### src/rtl/udiv_pkg.sv
// Shared types and constants for the iterative unsigned divider.
package udiv_pkg;

    localparam int UDIV_WIDTH = 32;
    localparam int CNT_W      = $clog2(UDIV_WIDTH);

    typedef enum logic [1:0] {
        IDLE = 2'd0,
        RUN  = 2'd1,
        DONE = 2'd2
    } div_state_t;

    // Two's-complement negate when n is set, pass-through otherwise.
    function automatic logic [UDIV_WIDTH-1:0] neg_if(input logic [UDIV_WIDTH-1:0] v,
                                                     input logic n);
        return n ? (~v + UDIV_WIDTH'(1)) : v;
    endfunction

endpackage

### src/rtl/add_32.sv
// 32-bit ripple-carry adder; also serves as the subtractor in the divider.
module add_32 (
    input  logic [31:0] a_i,
    input  logic [31:0] b_i,
    input  logic        cin_i,
    output logic [31:0] sum_o,
    output logic        cout_31_o
);

    logic [32:0] c;

    assign c[0] = cin_i;

    for (genvar i = 0; i < 32; i++) begin : g_fa
        assign sum_o[i] = a_i[i] ^ b_i[i] ^ c[i];
        assign c[i+1]   = (a_i[i] & b_i[i]) | (c[i] & (a_i[i] ^ b_i[i]));
    end

    assign cout_31_o = c[32];

endmodule

### src/rtl/div_step.sv
// One restoring shift-subtract step: shift {R,Q} left, trial-subtract divisor.
module div_step
    import udiv_pkg::*;
(
    input  logic [UDIV_WIDTH-1:0] r_i,
    input  logic                  q_msb_i,
    input  logic [UDIV_WIDTH-1:0] divisor_i,
    output logic [UDIV_WIDTH-1:0] r_o,
    output logic                  q_bit_o
);

    logic [UDIV_WIDTH-1:0] r_sh;
    logic [UDIV_WIDTH-1:0] diff;
    logic                  ext;
    logic                  cout;

    assign r_sh = {r_i[UDIV_WIDTH-2:0], q_msb_i};
    assign ext  = r_i[UDIV_WIDTH-1];

    add_32 u_sub (
        .a_i       (r_sh),
        .b_i       (~divisor_i),
        .cin_i     (1'b1),
        .sum_o     (diff),
        .cout_31_o (cout)
    );

    // The shifted-out bit is the 33rd bit of R; if set, T is non-negative regardless of cout.
    assign q_bit_o = cout | ext;
    assign r_o     = q_bit_o ? diff : r_sh;

endmodule

### src/rtl/udiv_32.sv
// Iterative 32-bit divider, one quotient bit per cycle (IDLE -> RUN x32 -> DONE).
// Optional signed mode enabled by defining DIV_SIGNED_EN (adds signed_op input).
module udiv_32
    import udiv_pkg::*;
#(
    parameter int WIDTH = UDIV_WIDTH
) (
    input  logic             clk,
    input  logic             rst_n,
    input  logic             start,
`ifdef DIV_SIGNED_EN
    input  logic             signed_op,
`endif
    input  logic [WIDTH-1:0] dividend,
    input  logic [WIDTH-1:0] divisor,
    output logic             busy,
    output logic             done,
    output logic [WIDTH-1:0] quotient,
    output logic [WIDTH-1:0] remainder,
    output logic             div_by_zero
);

    div_state_t       state_q, state_d;
    logic [CNT_W-1:0] cnt_q, cnt_d;
    logic [WIDTH-1:0] r_q, r_d, q_q, q_d, dvs_q, dvs_d;
    logic [WIDTH-1:0] quo_q, quo_d, rem_q, rem_d;
    logic             dbz_q, dbz_d;
    logic             neg_quo_q, neg_quo_d, neg_rem_q, neg_rem_d;

    logic [WIDTH-1:0] step_r, q_shift, a_mag, b_mag;
    logic             step_qbit, a_neg, b_neg, dvs_zero;

`ifdef DIV_SIGNED_EN
    assign a_neg = signed_op & dividend[WIDTH-1];
    assign b_neg = signed_op & divisor[WIDTH-1];
`else
    assign a_neg = 1'b0;
    assign b_neg = 1'b0;
`endif

    assign a_mag    = neg_if(dividend, a_neg);
    assign b_mag    = neg_if(divisor, b_neg);
    assign dvs_zero = (divisor == '0);

    div_step u_step (
        .r_i       (r_q),
        .q_msb_i   (q_q[WIDTH-1]),
        .divisor_i (dvs_q),
        .r_o       (step_r),
        .q_bit_o   (step_qbit)
    );

    assign q_shift = {q_q[WIDTH-2:0], step_qbit};

    always_ff @(posedge clk or negedge rst_n) begin
        if (!rst_n) begin
            state_q <= IDLE;
        end else begin
            state_q <= state_d;
        end
    end

    always_comb begin
        state_d = state_q;
        case (state_q)
            IDLE:    if (start) state_d = dvs_zero ? DONE : RUN;
            RUN:     if (cnt_q == '0) state_d = DONE;
            DONE:    state_d = IDLE;
            default: state_d = IDLE;
        endcase
    end

    always_comb begin
        busy = (state_q != IDLE);
        done = (state_q == DONE);
    end

    // Datapath next-state; results land in quo/rem on the edge that enters DONE.
    always_comb begin
        cnt_d     = cnt_q;
        r_d       = r_q;
        q_d       = q_q;
        dvs_d     = dvs_q;
        quo_d     = quo_q;
        rem_d     = rem_q;
        dbz_d     = dbz_q;
        neg_quo_d = neg_quo_q;
        neg_rem_d = neg_rem_q;
        case (state_q)
            IDLE: begin
                if (start) begin
                    dbz_d     = dvs_zero;
                    neg_quo_d = a_neg ^ b_neg;
                    neg_rem_d = a_neg;
                    if (dvs_zero) begin
                        quo_d = '0;
                        rem_d = dividend;
                    end else begin
                        r_d   = '0;
                        q_d   = a_mag;
                        dvs_d = b_mag;
                        cnt_d = CNT_W'(WIDTH - 1);
                    end
                end
            end
            RUN: begin
                r_d = step_r;
                q_d = q_shift;
                if (cnt_q == '0) begin
                    quo_d = neg_if(q_shift, neg_quo_q);
                    rem_d = neg_if(step_r, neg_rem_q);
                end else begin
                    cnt_d = cnt_q - CNT_W'(1);
                end
            end
            default: ;
        endcase
    end

    always_ff @(posedge clk or negedge rst_n) begin
        if (!rst_n) begin
            cnt_q     <= '0;
            r_q       <= '0;
            q_q       <= '0;
            dvs_q     <= '0;
            quo_q     <= '0;
            rem_q     <= '0;
            dbz_q     <= 1'b0;
            neg_quo_q <= 1'b0;
            neg_rem_q <= 1'b0;
        end else begin
            cnt_q     <= cnt_d;
            r_q       <= r_d;
            q_q       <= q_d;
            dvs_q     <= dvs_d;
            quo_q     <= quo_d;
            rem_q     <= rem_d;
            dbz_q     <= dbz_d;
            neg_quo_q <= neg_quo_d;
            neg_rem_q <= neg_rem_d;
        end
    end

    assign quotient    = quo_q;
    assign remainder   = rem_q;
    assign div_by_zero = dbz_q;

endmodule

### config.mk
export PLATFORM = sky130hd
export DESIGN_NAME = udiv_32
export DESIGN_NICKNAME = d
export VERILOG_FILES = /design/src/rtl/udiv_pkg.sv /design/src/rtl/add_32.sv /design/src/rtl/div_step.sv /design/src/rtl/udiv_32.sv
export SDC_FILE = /design/constraint.sdc
export NUM_CORES = 1
export LEC_CHECK = 0
export ABC_AREA = 1
export CAP_MARGIN = 15
export CORE_ASPECT_RATIO = 2
export CORE_MARGIN = 1.5
export CORE_UTILIZATION = 56
export CTS_BUF_LIST = sky130_fd_sc_hd__clkbuf_8
export DETAILED_ROUTE_END_ITERATION = 16
export MAX_ROUTING_LAYER = met4
export PLACE_DENSITY = 0.82
export SYNTH_ARGS = -nofsm -noshare
export SYNTH_HDL_FRONTEND = slang
export SYNTH_HIERARCHICAL = 1
export SYNTH_SLANG_ARGS = --single-unit
### constraint.sdc
create_clock -name clk -period 18 [get_ports clk]
set_input_delay 1.8 -clock clk [delete_from_list [all_inputs] [get_ports clk]]
set_output_delay 1.8 -clock clk [all_outputs]
set_load 0.02 [all_outputs]
==> impl_metrics.ini <==
[run_status]
status = complete, no violations

[logic_synthesis]
synthArstFlopShare_pct = 100
ys_seq_area_share_pct = 48.1
synth_top_cells_by_area = dfrtp_1 48%, nand2_1 22%, fa_1 7.3%
avgSynthCellArea_um2 = 8.00
syn_inst = 1092
synth_seq_cells = 168
syn_area_um2 = 8730
synth_fp_nets = 1192
synth_ff_type = dfrtp_1
yosys.area.top_type = dfrtp_1
synth_edf_count = 0
yosysTopAreaCellShare_pct = 48.1
synth_cell_types = 31
synth_warnings = 6

[detailed_routing]
finalWirelength_um = 20600
firstDrtPassIters = 5
wl_per_cell_um = 14.8
drt-initial-drc-count = 524
ant_nets = 0
drc_errors = 0
vias_per_cell = 5.33
via_count = 7448

[cells_and_area]
area_growth_pct = 19.5
layout_common_cells = 513 x nand2_1, 168 x dfrtp_1, 132 x clkdlybuf4s50_1
instances_no_fill = 1398
drive_gt1_share_pct = 4.58
diodes = 0
postLayoutCellArea_um2 = 10400
final_net_count = 1287
final_common_cell = nand2_1

[critical_path]
critPathArrivalTime_ns = 15.37
critical_path.slowest_cell = nor2_4
r2r_end = remainder[30]
crit_top_cell = fa_1
critPathMaxFanout = 33
path_class = reg2reg
setup.worst_path.start_class = flip-flop
startpoint = q_q[31]
worstReg2RegStart = q_q[31]
crit_path_end = remainder[30]
critPathBufInv = 4
critPathMaxStageDelay_ns = 0.81
cp_top_family = adder cells
end_kind = flip-flop
cp.depth = 43
r2r_slack_ns = 3.03
worstRegToRegCells = 43
required_ns = 18.40

[clock_network]
cts_resized = 0
cts_setup_buffers = 0
root_buffer = clkbuf_8
cts.sinks = 168
clock_path_buffers = 2
cts_tree = yes
hold_buffers = 0
ctsHtreeMaxLevel = 4
numCtsBuffers = 17
clkTransAtPathRegs_ns = 0.09
clk_latency_ns = 0.47

[sta]
slew_viol_final = 0
fin_crit_sh_pct = 83.2
hold_violations = 0
slew-limit-headroom_pct = 26.9
finalSetupTns_ns = 0
finalSetupViolCount = 0
grt_setup_unrepaired = false
whs_ns = 0.474
timing.fmax_mhz = 66.8
fin_worst_skew_ns = 0.0106
post-route-min-period_ns = 14.97
tightest_slew_ns = 1.09

[grt]
use_met1_pct = 34.4
antenna_found_initial = 0
grt_usage_pct = 27.7
grt-busiest-layer = met2
grt_pass1_vias = 7315
grt_max_degree = 100
grt_use_met2_pct = 45.0
grtUsageMet3_pct = 4.44
grt_pass1_wl_um = 35100
grt-ovfl-total = 0

[die]
initial_utilization_pct = 57.1
core_um2 = 15300
die_area_um2 = 16400
die_h_um = 180
die_w_um = 91.3
io_pins = 134
fp-row-count = 64

[min_path]
whs_path_depth = 2
hp-class = reg2reg

[power_and_ir_drop]
p_leak_uw = 0.00552
powerDensity_nw_per_um2 = 196
ir_drop_mv = 0.0947

[placement]
gp_congestion = 0.900
dpl.cell_count = 1365
post_dp_cell_area_um2 = 10000
hpwl_um = 13900
port_buffers = 133

[job]
maxCapViolCount = 0
state kept, by name, summed over array words and instances (netlist names):
register     flops
remainder       32
r_q             32
dvs_q           32
quotient        32
state_q          2
div_by_zero      1
cnt_q            5
q_q             32
stage by stage:
step | setup WS (ns) | util (%) | total power [µW]
after CTS | 3.12 | 68.1 | 2030
final | 3.03 | 68.3 | 2040
after detailed placement | 3.31 | 65.6 | 1760
after global routing | 2.48 | 68.3 | 2230
after floorplan | 4.92 | - | 1440
after global placement | 3.62 | 65.6 | 1700
worst min path at each step:
stage                  end        start  slack [ns]
3_5_place_dp   quotient[6]  quotient[6]        0.46
2_1_floorplan       q_q[0]       q_q[0]        0.44
6_report       quotient[8]  quotient[8]        0.47
4_1_cts            q_q[28]      q_q[28]        0.48
3_3_place_gp   quotient[5]  quotient[5]        0.45
5_1_grt        quotient[8]  quotient[8]        0.50
worst min-delay path, stage by stage (launching register included):
cell,delay (ns)
dfrtp_1,0.35
nand2_1,0.05
nand2_1,0.04
kinds of logic after synthesis:
kind of cell	Yosys count	share of synthesized area [%]
AOI/OAI and AO/OA	84	4.97
xor gates and xnor gates	1	0.100
adders and majority gates	33	7.48
buffers and inverters	153	7.81
DFF	168	48.1
other	1	0.0429
and+or+nand+nor	652	31.5
layout make-up:
cell class / count / area, µm²
Sequential cell: 168 / 4200
Fill cell: 1282 / 4850
Inverter: 91 / 342
Clock buffer: 19 / 262
Tap cell: 198 / 248
Timing Repair Buffer: 138 / 1390
Clock inverter: 13 / 119
Multi-Input combinational cell: 771 / 3880
cell usage after synthesis (4+ instances only):
cell type  count
clkbuf_1      15
inv_1         86
nor2_1        27
nand3b_1      32
buf_4         12
nand3_1       37
nand4_1       32
dfrtp_1      168
fa_1          32
inv_2          4
buf_2         26
nand2_1      514
o21ai_0       75
nand2_2        6
metal layers:
metal  up-vias  part of all wire (%)
li1       3587                     -
met1      3564                    40
met2       253                    52
met3        44                   5.3
met4         0                   3.0
met5         -                     0
report_power, final:
| group | switching (µW) | internal, µW |
|---|---|---|
| clock | 145 | 118 |
| combinational | 700 | 422 |
| sequential | 116 | 542 |
| total | 961 | 1080 |
No activity file was read; power rests on OpenSTA's default activity.
